### src/rtl/bt656_pkg.sv
// Constants and types shared by the BT.656 capture and output stages.
// Protection-bit checking of the TRS XY byte is enabled by BT656_PROT_CHECK_EN.
package bt656_pkg;

    localparam logic [10:0] LINE_BYTES = 11'd1440;
    localparam logic [9:0]  LINE_WORDS = 10'd720;
    localparam logic [8:0]  MAX_LINES  = 9'd288;
    localparam logic [19:0] FIELD_BASE = 20'h40000;

    localparam int XY_F  = 6;
    localparam int XY_V  = 5;
    localparam int XY_H  = 4;
    localparam int XY_P3 = 3;
    localparam int XY_P2 = 2;
    localparam int XY_P1 = 1;
    localparam int XY_P0 = 0;

    typedef enum logic [2:0] {
        ST_IDLE,
        ST_SYNC,
        ST_WAIT_SAV,
        ST_ACTIVE,
        ST_HOLD
    } cap_state_e;

    typedef enum logic [1:0] {
        M_IDLE,
        M_FF,
        M_00,
        M_0000
    } trs_state_e;

    // Word address of pixel pair idx on a line of a field.
    function automatic logic [19:0] word_addr(
        input logic       f,
        input logic [8:0] line,
        input logic [9:0] idx
    );
        logic [19:0] base;
        base = f ? FIELD_BASE : 20'd0;
        return base + ({11'd0, line} * {10'd0, LINE_WORDS}) + {10'd0, idx};
    endfunction

endpackage

### src/rtl/bt656_trs_detect.sv
// BT.656 timing reference (FF,00,00,XY) detector with optional XY protection
// check, compiled in when BT656_PROT_CHECK_EN is defined.
module bt656_trs_detect
    import bt656_pkg::*;
(
    input  logic       clk,
    input  logic       rst,
    input  logic [7:0] td_q,
    output logic       trs_valid,
    output logic       f,
    output logic       v,
    output logic       h,
    output logic       prot_err,
    output logic       seq_err,
    output logic       esc
);

    trs_state_e st_q, st_d;
    logic       xy_seen;
    logic       prot_ok;

    assign xy_seen = (st_q == M_0000);
    assign f       = td_q[XY_F];
    assign v       = td_q[XY_V];
    assign h       = td_q[XY_H];

`ifdef BT656_PROT_CHECK_EN
    assign prot_ok = (td_q[XY_P3] == (v ^ h))
                  && (td_q[XY_P2] == (f ^ h))
                  && (td_q[XY_P1] == (f ^ v))
                  && (td_q[XY_P0] == (f ^ v ^ h));
    assign prot_err = xy_seen && !prot_ok;
`else
    assign prot_ok  = 1'b1;
    assign prot_err = 1'b0;
`endif

    assign trs_valid = xy_seen && prot_ok;
    assign seq_err   = ((st_q == M_FF) || (st_q == M_00)) && (td_q != 8'h00);
    // Preamble and XY bytes must never be taken as pixel data.
    assign esc       = (st_q != M_IDLE) || (td_q == 8'hFF);

    always_comb begin
        st_d = (td_q == 8'hFF) ? M_FF : M_IDLE;
        unique case (st_q)
            M_FF:    if (td_q == 8'h00) st_d = M_00;
            M_00:    if (td_q == 8'h00) st_d = M_0000;
            default: ;
        endcase
    end

    always_ff @(posedge clk or negedge rst) begin
        if (!rst) begin
            st_q <= M_IDLE;
        end else begin
            st_q <= st_d;
        end
    end

endmodule

### src/rtl/bt656_sram_capture.sv
// BT.656 capture: decodes SAA7113 stream and packs active lines into frame SRAM.
// Define BT656_PROT_CHECK_EN to reject TRS codes with bad XY protection bits.
module bt656_sram_capture
    import bt656_pkg::*;
(
    input  logic        clk,
    input  logic        rst,
    input  logic [7:0]  td,
    input  logic        config_done,
    input  logic        capture_en,
    output logic [19:0] sram_addr,
    output logic [15:0] sram_data,
    output logic        sram_ce_n,
    output logic        sram_we_n,
    output logic        sram_oe_n,
    output logic        field,
    output logic [8:0]  line_cnt,
    output logic        frame_done,
    output logic        error
);

    logic [7:0]  td_q;
    cap_state_e  state_q;
    logic [10:0] k_q;
    logic [7:0]  lo_q;
    logic        field_q;
    logic [8:0]  line_q;
    logic        vseen_q;
    logic [19:0] addr_q;
    logic [15:0] data_q;
    logic        ce_n_q;
    logic        we_n_q;
    logic        frame_done_q;
    logic        error_q;

    logic        trs_valid, trs_f, trs_v, trs_h;
    logic        prot_err, seq_err, esc;
    logic [19:0] addr_d;
    logic [8:0]  line_d;
    logic        take_d;

    bt656_trs_detect u_trs (
        .clk       (clk),
        .rst       (rst),
        .td_q      (td_q),
        .trs_valid (trs_valid),
        .f         (trs_f),
        .v         (trs_v),
        .h         (trs_h),
        .prot_err  (prot_err),
        .seq_err   (seq_err),
        .esc       (esc)
    );

    assign addr_d = word_addr(field_q, line_q, k_q[10:1]);
    assign line_d = (line_q < MAX_LINES) ? line_q + 9'd1 : line_q;
    assign take_d = !esc && (k_q < LINE_BYTES);

    always_ff @(posedge clk or negedge rst) begin
        if (!rst) begin
            td_q <= '0;
        end else begin
            td_q <= td;
        end
    end

    always_ff @(posedge clk or negedge rst) begin
        if (!rst) begin
            state_q      <= ST_IDLE;
            k_q          <= '0;
            lo_q         <= '0;
            field_q      <= 1'b0;
            line_q       <= '0;
            vseen_q      <= 1'b0;
            addr_q       <= '0;
            data_q       <= '0;
            ce_n_q       <= 1'b1;
            we_n_q       <= 1'b1;
            frame_done_q <= 1'b0;
            error_q      <= 1'b0;
        end else if (!config_done) begin
            state_q      <= ST_IDLE;
            vseen_q      <= 1'b0;
            ce_n_q       <= 1'b1;
            we_n_q       <= 1'b1;
            frame_done_q <= 1'b0;
            error_q      <= 1'b0;
        end else begin
            ce_n_q       <= 1'b1;
            we_n_q       <= 1'b1;
            frame_done_q <= 1'b0;
            if (seq_err || prot_err) error_q <= 1'b1;
            unique case (state_q)
                ST_IDLE: begin
                    state_q <= ST_SYNC;
                    vseen_q <= 1'b0;
                end
                ST_SYNC: begin
                    if (trs_valid && trs_v) begin
                        vseen_q <= 1'b1;
                    end else if (trs_valid && vseen_q && !trs_f && !trs_h) begin
                        state_q <= ST_ACTIVE;
                        ce_n_q  <= 1'b0;
                        field_q <= 1'b0;
                        line_q  <= '0;
                        k_q     <= '0;
                    end
                end
                ST_ACTIVE: begin
                    ce_n_q <= 1'b0;
                    if (trs_valid && trs_h) begin
                        state_q <= ST_WAIT_SAV;
                        ce_n_q  <= 1'b1;
                    end else if (take_d) begin
                        k_q <= k_q + 11'd1;
                        if (!k_q[0]) begin
                            lo_q <= td_q;
                        end else if (line_q < MAX_LINES) begin
                            we_n_q <= 1'b0;
                            data_q <= {td_q, lo_q};
                            addr_q <= addr_d;
                        end
                    end
                end
                ST_WAIT_SAV: begin
                    if (trs_valid && trs_v && field_q) begin
                        frame_done_q <= 1'b1;
                        vseen_q      <= 1'b0;
                        state_q      <= capture_en ? ST_SYNC : ST_HOLD;
                    end else if (trs_valid && !trs_v && !trs_h) begin
                        state_q <= ST_ACTIVE;
                        ce_n_q  <= 1'b0;
                        k_q     <= '0;
                        if (trs_f == field_q) begin
                            line_q <= line_d;
                        end else begin
                            field_q <= trs_f;
                            line_q  <= '0;
                        end
                    end
                end
                ST_HOLD: begin
                    if (capture_en) begin
                        state_q <= ST_SYNC;
                        vseen_q <= 1'b0;
                    end
                end
                default: state_q <= ST_IDLE;
            endcase
        end
    end

    assign sram_addr  = addr_q;
    assign sram_data  = data_q;
    assign sram_ce_n  = ce_n_q;
    assign sram_we_n  = we_n_q;
    assign sram_oe_n  = 1'b1;
    assign field      = field_q;
    assign line_cnt   = line_q;
    assign frame_done = frame_done_q;
    assign error      = error_q;

endmodule

### config.mk
export PLATFORM = sky130hd
export DESIGN_NAME = bt656_sram_capture
export DESIGN_NICKNAME = d
export VERILOG_FILES = /design/src/rtl/bt656_pkg.sv /design/src/rtl/bt656_trs_detect.sv /design/src/rtl/bt656_sram_capture.sv
export SDC_FILE = /design/constraint.sdc
export NUM_CORES = 1
export LEC_CHECK = 0
export CORE_AREA = 2 2 110 112
export DETAILED_ROUTE_END_ITERATION = 12
export DIE_AREA = 0 0 112 114
export PLACE_DENSITY = 0.69
export SYNTH_ARGS = -nofsm -noshare
export SYNTH_HDL_FRONTEND = slang
export SYNTH_SLANG_ARGS = --single-unit
### constraint.sdc
create_clock -name clk -period 3.7 [get_ports clk]
set_input_delay 0.555 -clock clk [delete_from_list [all_inputs] [get_ports clk]]
set_output_delay 0.555 -clock clk [all_outputs]
set_load 0.01 [all_outputs]
## Word-level counts from Yosys, hierarchy flattened

Index checks and enable logic that the tools add are counted.

| word-level totals | value |
|---|---|
| bits in registers | 83 |

| cells by class | value |
|---|---|
| add/sub/neg operators | 4 |
| $mul | 1 |
| order comparisons | 2 |
| eq/ne operators | 26 |
| multiplexer cells | 57 |
| bitwise operators | 2 |
| reductions and logical operators | 29 |

Operators by type and width:

| kind | number |
|---|---|
| 11-bit two-way mux | 6 |
| 9-bit two-way mux | 6 |
| 11-bit one-hot mux with 3 select lines | 1 |
| 1-bit two-way mux | 27 |
| 3-bit two-way mux | 8 |
| 3-bit inequality test (second input constant) | 7 |
| 19-bit by 19-bit adder with 20-bit output | 1 |
| 20-bit by 10-bit adder with 20-bit output | 1 |
| 19-bit two-way mux | 1 |
| 9-bit one-hot mux with 2 select lines | 1 |
| 9-bit by 6-bit multiplier with 15-bit output (second input constant) | 1 |
| 3-bit one-hot mux with 5 select lines | 1 |
| 2-bit inequality test (second input constant) | 7 |
| 7-bit AND reduction | 2 |
| 11-bit by 1-bit adder with 11-bit output (second input constant) | 1 |
| 11-bit less-than comparator (second input constant) | 1 |
| 1-bit logical AND | 10 |
| 5-bit AND reduction | 2 |
| 9-bit by 1-bit adder with 9-bit output (second input constant) | 1 |
| 9-bit less-than comparator (second input constant) | 1 |
| 8-bit == test (second input constant) | 1 |
| 8-bit logical NOT | 1 |
| 8-bit AND reduction | 1 |
| 8-bit nonzero test | 1 |
| other kinds (22) | 31 |

## Logic depth before layout (Yosys ltp)

Gate-level depths: netlist (run 1).

| depth | value |
|---|---|
| depth in word-level cells | 8 |
| depth in mapped cells | 18 |
| depth with buffers taken out | 18 |

## Modules after synthesis

Synthesis (run 1) repeated with hierarchy kept, for this count alone.

| second synthesis, totals | value |
|---|---|
| cell total of the unflattened synthesis | 538 |
| area, all modules | 5082.4 µm² |

Modules (own cells, without submodules):

| module | instances | cells an instance | area each (µm²) |
|---|---|---|---|
| bt656_sram_capture | 1 | 512 | 4829.6 |
| bt656_trs_detect | 1 | 26 | 252.7 |

## Worst setup path before layout (run 1)

No wires, ideal clock.

| path | value |
|---|---|
| path kind | reg2reg |
| start point | reg line_q[2], in the netlist line_cnt[2] |
| end point | reg addr_q[17], in the netlist sram_addr[17] |
| setup time | 0.124 ns |
| arrival time | 3.818 ns |
| data required time | 3.576 ns |
| slack | -0.242 ns |
| stages on the path, launching flop included | 16 |
| period minus slack after synthesis | 3.942 ns |
| path through | dfrtp_1 ha_1 ha_1 inv_1 fa_1 inv_1 ha_1 inv_1 fa_1 inv_1 ha_1 o21ai_0 a221oi_1 nor3b_2 a21oi_1 a211o_1 |

| between the ends | value |
|---|---|
| word-level cells in the longest chain between the ends | 3 |
| elaborated cells between the ends (all ways) | 5 |

RTL lines:

| element | RTL line | text |
|---|---|---|
| start, declared | bt656_sram_capture.sv:27 | `logic [8:0] line_q;` |
| start signal, assigned | bt656_sram_capture.sv:135 | `line_q <= line_d;` |
| 9-bit by 6-bit multiplier with 15-bit output | bt656_pkg.sv:41 | `return base + ({11'd0, line} * {10'd0, LINE_WORDS}) + {10'd0, idx};` |
| 19-bit by 19-bit adder with 20-bit output | bt656_pkg.sv:41 |  |
| 20-bit by 10-bit adder with 20-bit output | bt656_pkg.sv:41 |  |
| end signal, assigned | bt656_sram_capture.sv:121 | `addr_q <= addr_d;` |
| end, declared | bt656_sram_capture.sv:29 | `logic [19:0] addr_q;` |

Several ways; a longest one is shown, not always the timed one.
A chain may end at the register's enable or synchronous reset.

## Worst setup path after layout (run 1)

| path | value |
|---|---|
| start point | reg line_q[4], in the netlist line_cnt[4] |
| end point | reg addr_q[18], in the netlist sram_addr[18] |

Same word-level chain as after synthesis.

==> flow_summary.json, run 1 <==
{
  "p_seq_share_pct": 37.0,
  "clk-insertion-delay-late_ns": 0.34,
  "syn_nets": 606,
  "synth.top_cells.by_area": "dfrtp_1 40%, ha_1 10%, nand2_1 6.5%, fa_1 4.7%, inv_1 4.0%",
  "synth_seq_area_share_pct": 40.55,
  "clk_path_buf_depth": 2,
  "core_area_um2": 11710,
  "crit_top_cell": "inv_2",
  "grt_pass1_vias": 4222,
  "ant_nets": 0,
  "vias": 4105,
  "arrival_ns": 4.04,
  "fin_crit_sh_pct": 102.1,
  "clock-sinks": 83,
  "comb_power_share_pct": 38.4,
  "die_area_um2": 12770,
  "dr.pass1.iters": 4,
  "synth_seq_cells": 83,
  "dp_hpwl_um": 8471,
  "placed_cell_area_um2": 6190,
  "drt_iter0_markers": 203,
  "synth_cell_types": 62,
  "leakage_uw": 0.003134,
  "grt.overflow.total": 0,
  "peakVddDrop_mv": 0.4450,
  "io_buffers": 61,
  "areaGrowthSynthToFinish_pct": 30.84,
  "clkSlewWorstSetupHoldPaths_ns": 0.07,
  "end_kind": "flip-flop",
  "finalCriticalPeriod_ns": 3.779,
  "top_layer": "met4",
  "drive_gt1_share_pct": 20.19,
  "antenna_found_initial": 0,
  "h-tree-depth": 3,
  "cpPeakStageDelay_ns": 0.54,
  "diodes": 0,
  "powerDensity_nw_per_um2": 556.4,
  "die-height_um": 114,
  "wl_per_cell_um": 14.60,
  "slew_viol_final": 0,
  "p_clk_share_pct": 24.7,
  "cts-root-buf": "clkbuf_16",
  "p_switching_uw": 1307,
  "crit_chain": "ha_4 -> fa_1 -> inv_2 -> fa_1 -> inv_2 -> ha_4 -> or2_1 -> o31a_1 -> a311oi_2 -> o21bai_1 -> a21oi_1 -> xnor2_1 -> ha_1 -> inv_2 -> a31o_1 -> a31oi_1",
  "cts_made_buffers": 9,
  "synth_top_cells_by_count": "89 x nand2_1, 81 x dfrtp_1, 55 x inv_1, 41 x ha_1, 35 x nor2_1",
  "met1Wirelength_um": 4897,
  "outcome": "finished with violations",
  "layout.cells.non_filler": 786,
  "grt_pass1_wl_um": 19530,
  "maxSlewHeadroom_pct": 29.31,
  "cts_hold_buf": 0,
  "drt-vias-per-instance": 5.223,
  "cap_violations": 0,
  "setup_tns_ns": -0.1245,
  "grt_usage_pct": 18.93,
  "tightest_slew_ns": 1.060,
  "fmax_ghz": 0.2646,
  "holdWs_ns": 0.3606,
  "yosysWarnings": 0,
  "min_path_type": "primary input to async pin",
  "switching_share_pct": 35.02,
  "grt_max_degree": 84,
  "initial_core_util_pct": 43.79,
  "io_pins": 63,
  "fin_ws_ns": -0.07880,
  "ys.flop_type": "dfrtp_1",
  "yosysTopAreaCellShare_pct": 39.52,
  "cts_tree": "built",
  "netlist_area_um2": 5129,
  "post-synth-top-count-cell": "nand2_1",
  "finalInstanceArea_um2": 6710,
  "finalPower_uw": 3734,
  "netlist_instances": 541,
  "synth_top_area_cell": "dfrtp_1",
  "critical_path_required_ns": 3.97,
  "fin_skew_ns": 0.007041,
  "rsz0062_at_grt": "true",
  "fp.dieW_um": 112,
  "synth_edf_count": 0,
  "dp.cells": 764,
  "finalSetupViolCount": 3,
  "crit_type": "flip-flop to flip-flop",
  "syn_area_per_cell_um2": 9.480,
  "crit_slowest_cell": "fa_1",
  "start_kind": "flip-flop",
  "p_int_uw": 2426,
  "failed_checks": "negative setup slack",
  "rows": 40,
  "routed-wl-met2_um": 6060,
  "nets": 699,
  "async_flop_share_pct": 100.0,
  "finalWirelength_um": 11480,
  "worstPathMaxFanout": 3,
  "finalHoldViolCount": 0,
  "route.met3.wl_um": 314,
  "drc": 0,
  "gp_congestion": 0.8557
}
-- state kept, by name (all words and copies together) (netlist names) --
signal      flops
td_q            8
frame_done      1
sram_we_n       1
lo_q            8
k_q            11
vseen_q         1
u_trs.st_q      2
error           1
field           1
sram_ce_n       1
sram_addr      20
state_q         3
sram_data      16
line_cnt        9
-- what timing repair did --
| item | in CTS | in global routing |
|---|---|---|
| buffers inserted | 0 | 6 |
| pin swaps | 7 | 13 |
| endpoints found under the setup margin | 6 | 8 |
| resized for setup | 8 | 28 |
-- layer usage --
metal	up-vias	global-route usage, %
met5	-	0
met4	0	7.724
met3	16	3.401
met2	65	34.38
met1	2012	22.21
li1	2012	-
-- logic make-up after synthesis --
| logic type | synth area share, % |
|---|---|
| adders and majority gates | 14.69 |
| xor gates and xnor gates | 5.806 |
| and+or+nand+nor | 19.47 |
| other | 0.07312 |
| AOI/OAI and AO/OA | 11.20 |
| DFF | 40.55 |
| muxes | 1.976 |
| buffers and inverters | 6.245 |
-- worst paths after layout --
kind	from	end	slack, ns	cells past startpoint
setup reg to reg	line_cnt[4]	sram_addr[18]	-0.08	16
setup / recovery	line_cnt[4]	sram_addr[18]	-0.08	16
min in group clk	lo_q[7]	sram_data[7]	0.47	2
max in group asynchronous	rst	sram_addr[13]	2.61	1
hold / removal	rst	line_cnt[8]	0.36	1
hold reg to reg	lo_q[7]	sram_data[7]	0.47	2
-- worst max-delay path: cells and delay by family (launching register included) --
kind / cells / cell delay [ns]
flip-flops: 1 / 0.44
XOR/XNOR: 1 / 0.08
AND/OR/NAND/NOR: 1 / 0.22
adder cells (fa/ha/maj): 5 / 1.84
AO/OA/AOI/OAI: 6 / 0.98
buffers and inverters: 3 / 0.13
-- cell type report --
cell class	instances	area (um2)
inverters	56	210.2
clock inverters	6	72.57
fillers	1023	5001
well taps	147	183.9
multi-input cells	383	3009
clock buffers	10	229.0
flip-flops and latches	83	2090
repair buffers	101	915.9
-- power groups by stage --
stage               sequential (uW)  combinational [uW]  clock, uW
global route                   1420                1580        984
CTS                            1380                1410        944
finish                         1380                1430        921
detailed placement             1390                1390          0
floorplan                      1420                 722          0
global placement               1390                1350          0
-- stage by stage --
step	setup WS, ns	util [%]
2_1_floorplan	-0.02231	-
3_3_place_gp	-0.01652	52.85
3_5_place_dp	-0.1358	52.85
4_1_cts	-0.07614	55.82
5_1_grt	-0.2636	57.30
6_report	-0.07880	57.30
-- cells in the final DEF, fill, tap and decap left out, types with 3 or more instances in the layout --
cell / netlist / routed
o21ai_1: 2 / 4
and2_1: 3 / 3
clkdlybuf4s50_1: 0 / 60
nor3_1: 6 / 6
or2_2: 3 / 3
nor2b_1: 8 / 7
mux2_2: 9 / 9
a21oi_1: 18 / 17
clkbuf_16: 0 / 9
a31oi_1: 4 / 4
inv_2: 1 / 8
nand2_1: 89 / 89
buf_4: 4 / 39
fa_1: 12 / 10
a311oi_2: 2 / 3
dfrtp_2: 0 / 8
xnor2_1: 12 / 11
nor2_1: 35 / 35
and3_1: 8 / 7
ha_4: 0 / 13
nand4_1: 14 / 14
o21a_1: 4 / 4
nand2b_1: 6 / 6
o211ai_1: 5 / 5
xor2_1: 22 / 21
o21ai_0: 22 / 19
inv_1: 55 / 48
ha_1: 41 / 27
dfrtp_1: 81 / 73
nand3_1: 12 / 11
a21o_1: 3 / 3
(Power assumes the default switching activity.)
==> run 2: changes to the inputs <==
CTS_CLUSTER_SIZE = 14   (was unset)
SLEW_MARGIN = 40   (was unset)
==> run 2 against run 1 <==
Effect of this change: the flow still finishes with violations (negative setup slack); non-clock buffer count unchanged; clock-buffer cell count unchanged; flip-flop and latch count unchanged; setup slack better by 0.00091 ns; maximum frequency about the same; first-iteration DRC count down 0.49%; sequential share of layout area about the same; design area about the same; combinational power about the same; worst hold slack worse by 0.15 ns; register-to-register slack about the same; critical path depth unchanged; largest power group unchanged.
==> flow_summary.json, run 2 (synthesis results as in run 1) <==
{
  "outcome": "finished with violations",
  "failed_checks": "negative setup slack",
  "grt_pass1_vias": 4222,
  "cts-root-buf": "clkbuf_16",
  "io_buffers": 61,
  "clock-sinks": 83,
  "fin_ws_ns": -0.07789,
  "slew_viol_final": 0,
  "rsz0062_at_grt": "true",
  "cap_violations": 0,
  "vias": 4088,
  "grt_usage_pct": 18.93,
  "critical_path_required_ns": 3.97,
  "gp_congestion": 0.8557,
  "clk-insertion-delay-late_ns": 0.34,
  "fp.dieW_um": 112,
  "finalCriticalPeriod_ns": 3.778,
  "holdWs_ns": 0.2122,
  "clkSlewWorstSetupHoldPaths_ns": 0.07,
  "dr.pass1.iters": 4,
  "r2r_slack_ns": -0.08,
  "finalHoldViolCount": 0,
  "maxSlewHeadroom_pct": 48.85,
  "leakage_uw": 0.003137,
  "cts_made_buffers": 9,
  "crit_chain": "ha_4 -> fa_1 -> inv_2 -> fa_1 -> inv_2 -> ha_4 -> or2_1 -> o31a_1 -> a311oi_2 -> o21bai_1 -> a21oi_1 -> xnor2_1 -> ha_1 -> inv_2 -> a31o_1 -> a31oi_1",
  "min_path_type": "primary input to async pin",
  "core_area_um2": 11710,
  "nets": 699,
  "die_area_um2": 12770,
  "crit_slowest_cell": "fa_1",
  "rows": 40,
  "cpPeakStageDelay_ns": 0.53,
  "crit_top_cell": "inv_2",
  "drc": 0,
  "final_cell_mix": "89 x nand2_1, 73 x dfrtp_1, 60 x clkdlybuf4s50_1, 48 x inv_1, 38 x buf_4",
  "reg2reg_depth": 16,
  "grt_pass1_wl_um": 19530,
  "worstPathMaxFanout": 3,
  "final_common_cell": "nand2_1",
  "powerDensity_nw_per_um2": 555.7,
  "largest_reg_flops": 20,
  "setup_tns_ns": -0.1212,
  "grt_max_degree": 84,
  "clk_path_buf_depth": 2,
  "ant_nets": 0,
  "arrival_ns": 4.05,
  "start_kind": "flip-flop",
  "dp_hpwl_um": 8471,
  "fin_skew_ns": 0.008059,
  "drt-vias-per-instance": 5.201,
  "crit_type": "flip-flop to flip-flop",
  "initial_core_util_pct": 43.79,
  "io_pins": 63,
  "place_ws_ns": -0.1358,
  "drive_gt1_share_pct": 20.19,
  "r2r-end": "sram_addr[18]",
  "end_kind": "flip-flop",
  "tightest_slew_ns": 0.7661,
  "antenna_found_initial": 0,
  "peakVddDrop_mv": 0.4447,
  "grt.overflow.total": 0,
  "fmax_ghz": 0.2647,
  "finalWirelength_um": 11480,
  "crit_family": "adder cells",
  "reg2reg_from": "line_cnt[4]",
  "h-tree-depth": 3,
  "fin_crit_sh_pct": 102.1,
  "critPathBufInv": 3,
  "finalSetupViolCount": 3,
  "wl_per_cell_um": 14.60,
  "diodes": 0,
  "cts_tree": "built",
  "die-height_um": 114,
  "drt_iter0_markers": 202,
  "areaGrowthSynthToFinish_pct": 30.96
}
-- run 2: cell count changes in the layout (fill, tap and decap cells not counted) --
| cell | delta |
|---|---|
| buf_4 | -1 |
| clkbuf_8 | +1 |
-- run 2: stage by stage --
step,std cells,instance area (um2),util [%],power (uW)
after floorplan,541,5263,-,2142
after global placement,764,6190,52.85,2735
after detailed placement,764,6193,52.88,2784
after CTS,780,6541,55.85,3736
after global routing,786,6716,57.35,3989
final,786,6716,57.35,3732
-- run 2: layout make-up --
cell class                      count  area [um2]
Sequential cell                    83        2090
Inverter                           56       210.2
Clock inverter                      6       72.57
Tap cell                          147       183.9
Fill cell                        1022        4995
Multi-Input combinational cell    383        3009
Timing Repair Buffer              101       922.1
Clock buffer                       10       229.0
-- run 2: worst max path at each step --
stage	from	end	slack (ns)	cells past startpoint
6_report	line_cnt[4]	sram_addr[18]	-0.08	16
5_1_grt	line_cnt[3]	sram_addr[18]	-0.26	17
4_1_cts	line_cnt[5]	sram_addr[18]	-0.08	16
3_5_place_dp	line_cnt[4]	sram_addr[18]	-0.14	15
3_3_place_gp	line_cnt[7]	sram_addr[18]	-0.02	16
2_1_floorplan	line_cnt[7]	sram_addr[18]	-0.02	16
-- run 2: what timing repair did --
action,in CTS,in global routing
gates resized for setup,8,28
endpoints found under the setup margin,6,8
pin swaps,7,13
buffers inserted,0,6
hold buffers,0,0
-- run 2: metal layers --
metal | vias to the layer above | GRT usage, % | routed length, um
li1 | 2009 | - | -
met1 | 2000 | 22.21 | 4816
met2 | 62 | 34.38 | 6058
met3 | 17 | 3.401 | 398
met4 | 0 | 7.724 | 205
met5 | - | 0 | 0
-- run 2: power breakdown --
group          internal, uW  switching, uW
logic                   729            704
registers              1170            212
clock network           531            390
total                  2430           1310
==> patch 1 (flow settings as in run 2) <==
Add a define of `BT656_PROT_CHECK_EN`.
--- a/src/rtl/bt656_trs_detect.sv
+++ b/src/rtl/bt656_trs_detect.sv
@@ -1,5 +1,7 @@
 // BT.656 timing reference (FF,00,00,XY) detector with optional XY protection
 // check, compiled in when BT656_PROT_CHECK_EN is defined.
+`define BT656_PROT_CHECK_EN
+
 module bt656_trs_detect
     import bt656_pkg::*;
 (
Function: changed (Yosys sat finds a counterexample within 10 cycles, from zero or initial values and one cycle with rst low).
==> patch 1 against run 2 <==
- the flow still finishes with violations (negative setup slack)
- final area rose by 3.9%
- sequential share of layout area fell by 1.2 points
- via count rose by 8.3%
- synthesized area rose by 5.1%
- setup slack improved by 55 ps
- worst hold slack improved by 44 ps
- sequential cell count did not move
- routed wire length rose by 7.8%
- critical path type unchanged
- highest routed layer unchanged
Power is not compared: it rests on default switching activity, and its combinational part moved more than twofold at a synthesized area within 25%.
==> patch 1: results (changes against run 2) <==
** Synth
- The count of different cell masters after synthesis is 66 (+6.5%).
- Post-synthesis compound-gate area fraction :: 0.1440 (+0.03201)
- Multiplexer share of the synthesized area :: 0.03275 (+0.01298)
- The adder-cell area share of the yosys netlist was 0.1444 (-0.002415).
- The number of nets in the synthesized netlist is 642 (+5.9%).
- Cell types with the largest area share after synthesis :: sky130_fd_sc_hd__dfrtp_1 38%, sky130_fd_sc_hd__ha_1 10%, sky130_fd_sc_hd__nand2_1 6.6%
- Sequential element share of the synthesized area :: 0.3860 (-0.01949)
- Mapped Cells :: 575 (+6.3%)

** STA
- Setup WS post-layout :: -23.26 ps (+54.63 ps)
- Number of endpoints failing setup at the final stage :: 1 (-2)
- Least-Margin Pin Slew :: 643.2 ps (-122.9 ps)
- Setup Skew :: 9.108 ps (+1.050 ps)
- Post-route setup TNS :: -23.26 ps (+97.93 ps)

** Run status
- Violations in the final reports :: negative setup slack
- Status :: finished with violations

** Detailed routing
- Met2 wire length :: 5951 um (-1.8%)
- Total iterations of the first detailed-routing run :: 5 (+1)
- DR vias/cell :: 5.356 (+3.0%)
- Wire length the detailed router placed on met1 :: 5898 um (+22%)
- DRT iter0 DRCs :: 234 (+16%)

** Worst setup path
- The depth of the worst register-to-register path was 15 (-1).
- Critical path origin :: line_cnt[6]
- Critical path fanouts, max :: 5 (+2)

** Global routing
- First-pass GRT wire length :: 21020 um (+7.6%)
- GR Util met2 :: 0.3329 (-0.01091)
- The met3 usage in global routing was 0.03879 (+0.004782).
- The total global routing track utilization is 0.2024 (+0.01308).

** Cells and area
- Logic inverters :: 46 (-18%)
- The number of multi-input logic gates was 424 (+11%).
- Proportion of cell area occupied by multi-input gates :: 0.4674 (+0.01942)
- Count of sequential standard cells :: 83 (unchanged)
- The sequential cell area is 2088 um2 (about the same).
- The layout buffering overhead excluding clock cells came to 0.1424 (+0.005126).
- Fraction of final layout cells sized beyond drive strength 1 :: 0.1941 (-0.007760)
- Number of non-clock buffers :: 111 (+9.9%)
- Count of filler cells inserted in the layout :: 1067 (+4.4%)

** Place
- Detailed Place HPWL :: 9122 um (+7.7%)
- The placed instance count came to 806 (+5.5%).
- The post-detailed-placement cell area was 6502 um2 (+5.0%).

** Clocking
- Post-CTS setup repair buffer count :: 3 (+3)
patch 1: cell types whose count changed in the layout (fill, tap and decap cells not counted), sizes merged, moves of 4 or more:
cell,run 2,this run
nor2,35,30
a311oi,5,0
nand4,15,5
o22a,0,9
a21o,3,7
buf,40,50
inv,58,48
xor2,22,10
o211ai,5,1
nor4,5,1
o21ai,24,44
nand2,89,95
nand3,13,17
patch 1: through the flow:
stage / utilization / setup slack [ps] / hold slack, ps
after floorplan: - / 13.21 / 259.4
after global placement: 0.5549 / -26.75 / 447.3
after detailed placement: 0.5552 / -106.1 / 456.0
after CTS: 0.5862 / -53.03 / 289.7
after global routing: 0.5956 / -208.6 / 305.6
final: 0.5956 / -23.26 / 256.4
patch 1: power breakdown:
group | internal (mW) | switching [mW] | total (mW)
sequential | 0.926 | 0.0328 | 0.959
clock | 0.460 | 0.385 | 0.844
combinational | 0.0483 | 0.0516 | 0.0999
total | 1.43 | 0.469 | 1.90
==> patch 2 (settings of run 2) <==
Made on the original files. Re-encode `trs_state_e` (4 states) as Gray code, 2 bits wide.
--- a/src/rtl/bt656_pkg.sv
+++ b/src/rtl/bt656_pkg.sv
@@ -24,10 +24,10 @@
     } cap_state_e;
 
     typedef enum logic [1:0] {
-        M_IDLE,
-        M_FF,
-        M_00,
-        M_0000
+        M_IDLE = 2'b00,
+        M_FF   = 2'b01,
+        M_00   = 2'b11,
+        M_0000 = 2'b10
     } trs_state_e;
 
     // Word address of pixel pair idx on a line of a field.
Check against the original RTL: no difference found for any inputs over 4 cycles, from zero or initial values and one cycle with rst low; so few cycles prove little.
==> patch 2 against run 2 <==
- core utilization shrank 1.1 points
- clock skew is 2.1 ps lower
- sequential cell count did not move
- count of clock-buffer cells in the layout fell by 1
- synthesized area is 0.90% lower
- setup slack better by 110 ps
- final area decreased by 1.9%
- global-route usage down 1.0 points
- routed wire length grew 1.3%
- largest cell class unchanged
Power is not compared: it rests on default switching activity, and its combinational part moved more than twofold at a synthesized area within 25%.
==> patch 2: results (changes against run 2) <==
** Detailed routing
- Top layer used by detailed routing :: met4
- Met2 wire length :: 5553 um (-8.3%)
- The iteration-0 DRC count of the detailed router came to 197 (-2.5%).
- DR vias/cell :: 5.251 (+0.95%)
- The wire length reported by the detailed router came to 11630 um (+1.3%).
- Sum of met3 wire segment lengths after detailed routing :: 445 um (+12%)
- Wire length the detailed router placed on met1 :: 5354 um (+11%)

** Place
- Cell Area, Placed :: 6046 um2 (-2.4%)
- The worst setup slack before clock tree synthesis was -33.04 ps (+102.8 ps).
- The placer's final routability congestion estimate was 0.8351 (-2.4%).
- Detailed Place HPWL :: 8434 um (-0.44%)

** Cells and area
- Fraction of final layout cells sized beyond drive strength 1 :: 0.1753 (-0.02660)
- Total Nets Final :: 695 (-0.57%)
- Count of filler cells inserted in the layout :: 1037 (+1.5%)

** Synth
- After synthesis, the cell types taking the most area are sky130_fd_sc_hd__dfrtp_1 40%, sky130_fd_sc_hd__ha_1 9.1%, sky130_fd_sc_hd__nand2_1 7.7%.
- Sorting the synthesized cells by how often they occur yields 104 x sky130_fd_sc_hd__nand2_1, 81 x sky130_fd_sc_hd__dfrtp_1, 53 x sky130_fd_sc_hd__inv_1.
- Sequential element share of the synthesized area :: 0.4092 (+0.003693)
- The count of warnings emitted by yosys is 0 (unchanged).
- Net count of the mapped netlist :: 607 (+0.17%)
- Post-synth top flop :: sky130_fd_sc_hd__dfrtp_1
- Number of different library cells in the post-synthesis netlist :: 67 (+8.1%)

** Worst setup path
- The depth of the worst register-to-register path came to 15 (-1).
- Slowest library cell on the worst path :: sky130_fd_sc_hd__fa_2
- Largest stage delay, worst path :: 530 ps (about the same)
- The worst-case register-to-register setup slack was 30 ps (+110 ps).
- The biggest fanout along the worst timing path is 3 (unchanged).
- Arrival time of data at the critical path endpoint :: 3870 ps (-180 ps)
- The endpoint identified for the worst register-to-register timing path is sram_addr[17].

** Global routing
- The wire length of the first global-routing pass was 18640 um (-4.6%).
- The largest net degree at the start of global routing is 84 (unchanged).
- The total global routing track utilization is 0.1790 (-0.01023).
- The via count of the first global-routing pass is 3949 (-6.5%).

** STA
- Setup Skew :: 6.002 ps (-2.057 ps)
- Worst relative slew slack :: 0.5161 (+0.02757)

** Clocking
- The clock latency on the worst-skew pair came to 340 ps (about the same).

** Power and ir drop
- In this run the static leakage power is about 3.0 nW.

** Run status
- The flow ran to the end, and the final reports show no timing, DRC or antenna violations.
patch 2: cell count changes in the layout (fill, tap and decap cells not counted), moves of 4 or more:
cell                      delta
sky130_fd_sc_hd__o21ai_0     +8
sky130_fd_sc_hd__a21oi_2     +4
sky130_fd_sc_hd__a21o_1      +4
sky130_fd_sc_hd__nand2_1    +15
sky130_fd_sc_hd__xnor2_1     +8
sky130_fd_sc_hd__nand4_1     -7
sky130_fd_sc_hd__buf_4       -8
sky130_fd_sc_hd__xor2_1     -11
patch 2: through the flow:
step,setup TNS (ps),hold WS (ps),util,std cells
6_report,0,224.8,0.5626,786
5_1_grt,-354.0,299.8,0.5626,786
4_1_cts,-15.26,287.3,0.5493,782
3_5_place_dp,-33.57,455.5,0.5162,765
3_3_place_gp,0,444.2,0.5159,765
2_1_floorplan,0,259.4,-,546
patch 2: cell families after synthesis:
| family | share of synthesized area |
|---|---|
| flip-flops | 0.4092 |
| XOR/XNOR | 0.05318 |
| AO/OA/AOI/OAI | 0.1204 |
| other | 0.0007378 |
| multiplexers | 0.02388 |
| adder cells (fa/ha/maj) | 0.1384 |
| AND/OR/NAND/NOR | 0.2004 |
| buffers and inverters | 0.05391 |
patch 2: how the worst max path moves through the flow:
stage                     slack, ps  depth (start not counted)             to
after floorplan                  40                         16  sram_addr[18]
after detailed placement        -30                         16  sram_addr[18]
after global routing            -80                         15  sram_addr[17]
final                            30                         15  sram_addr[17]
after global placement           80                         16  sram_addr[18]
after CTS                       -20                         18  sram_addr[18]
patch 2: power by group:
part | total (mW) | internal (mW) | switching, mW
Clock | 0.990 | 0.603 | 0.387
Sequential | 1.21 | 1.08 | 0.127
Combinational | 0.605 | 0.315 | 0.290
Total | 2.80 | 2.00 | 0.804
patch 2: cell type report:
class                      instances  share of cell area
multi-input combinational        394              0.4453
sequential                        83              0.3167
timing repair buffer              92              0.1291
clock buffer                       9             0.03418
inverter                          54             0.03076
tap                              147             0.02791
clock inverter                     7             0.01595
patch 2: metal layers:
metal  track usage  vias to the layer above
met5             0                        -
met4       0.07480                        0
met3       0.02657                       16
met2        0.2812                       84
met1        0.2503                     2005
li1              -                     2022
patch 2: what timing repair did:
| action | in CTS | in global routing |
|---|---|---|
| pin swaps | 12 | 15 |
| setup buffers | 1 | 4 |
| resized for setup | 8 | 24 |
| endpoints found under the setup margin | 3 | 8 |
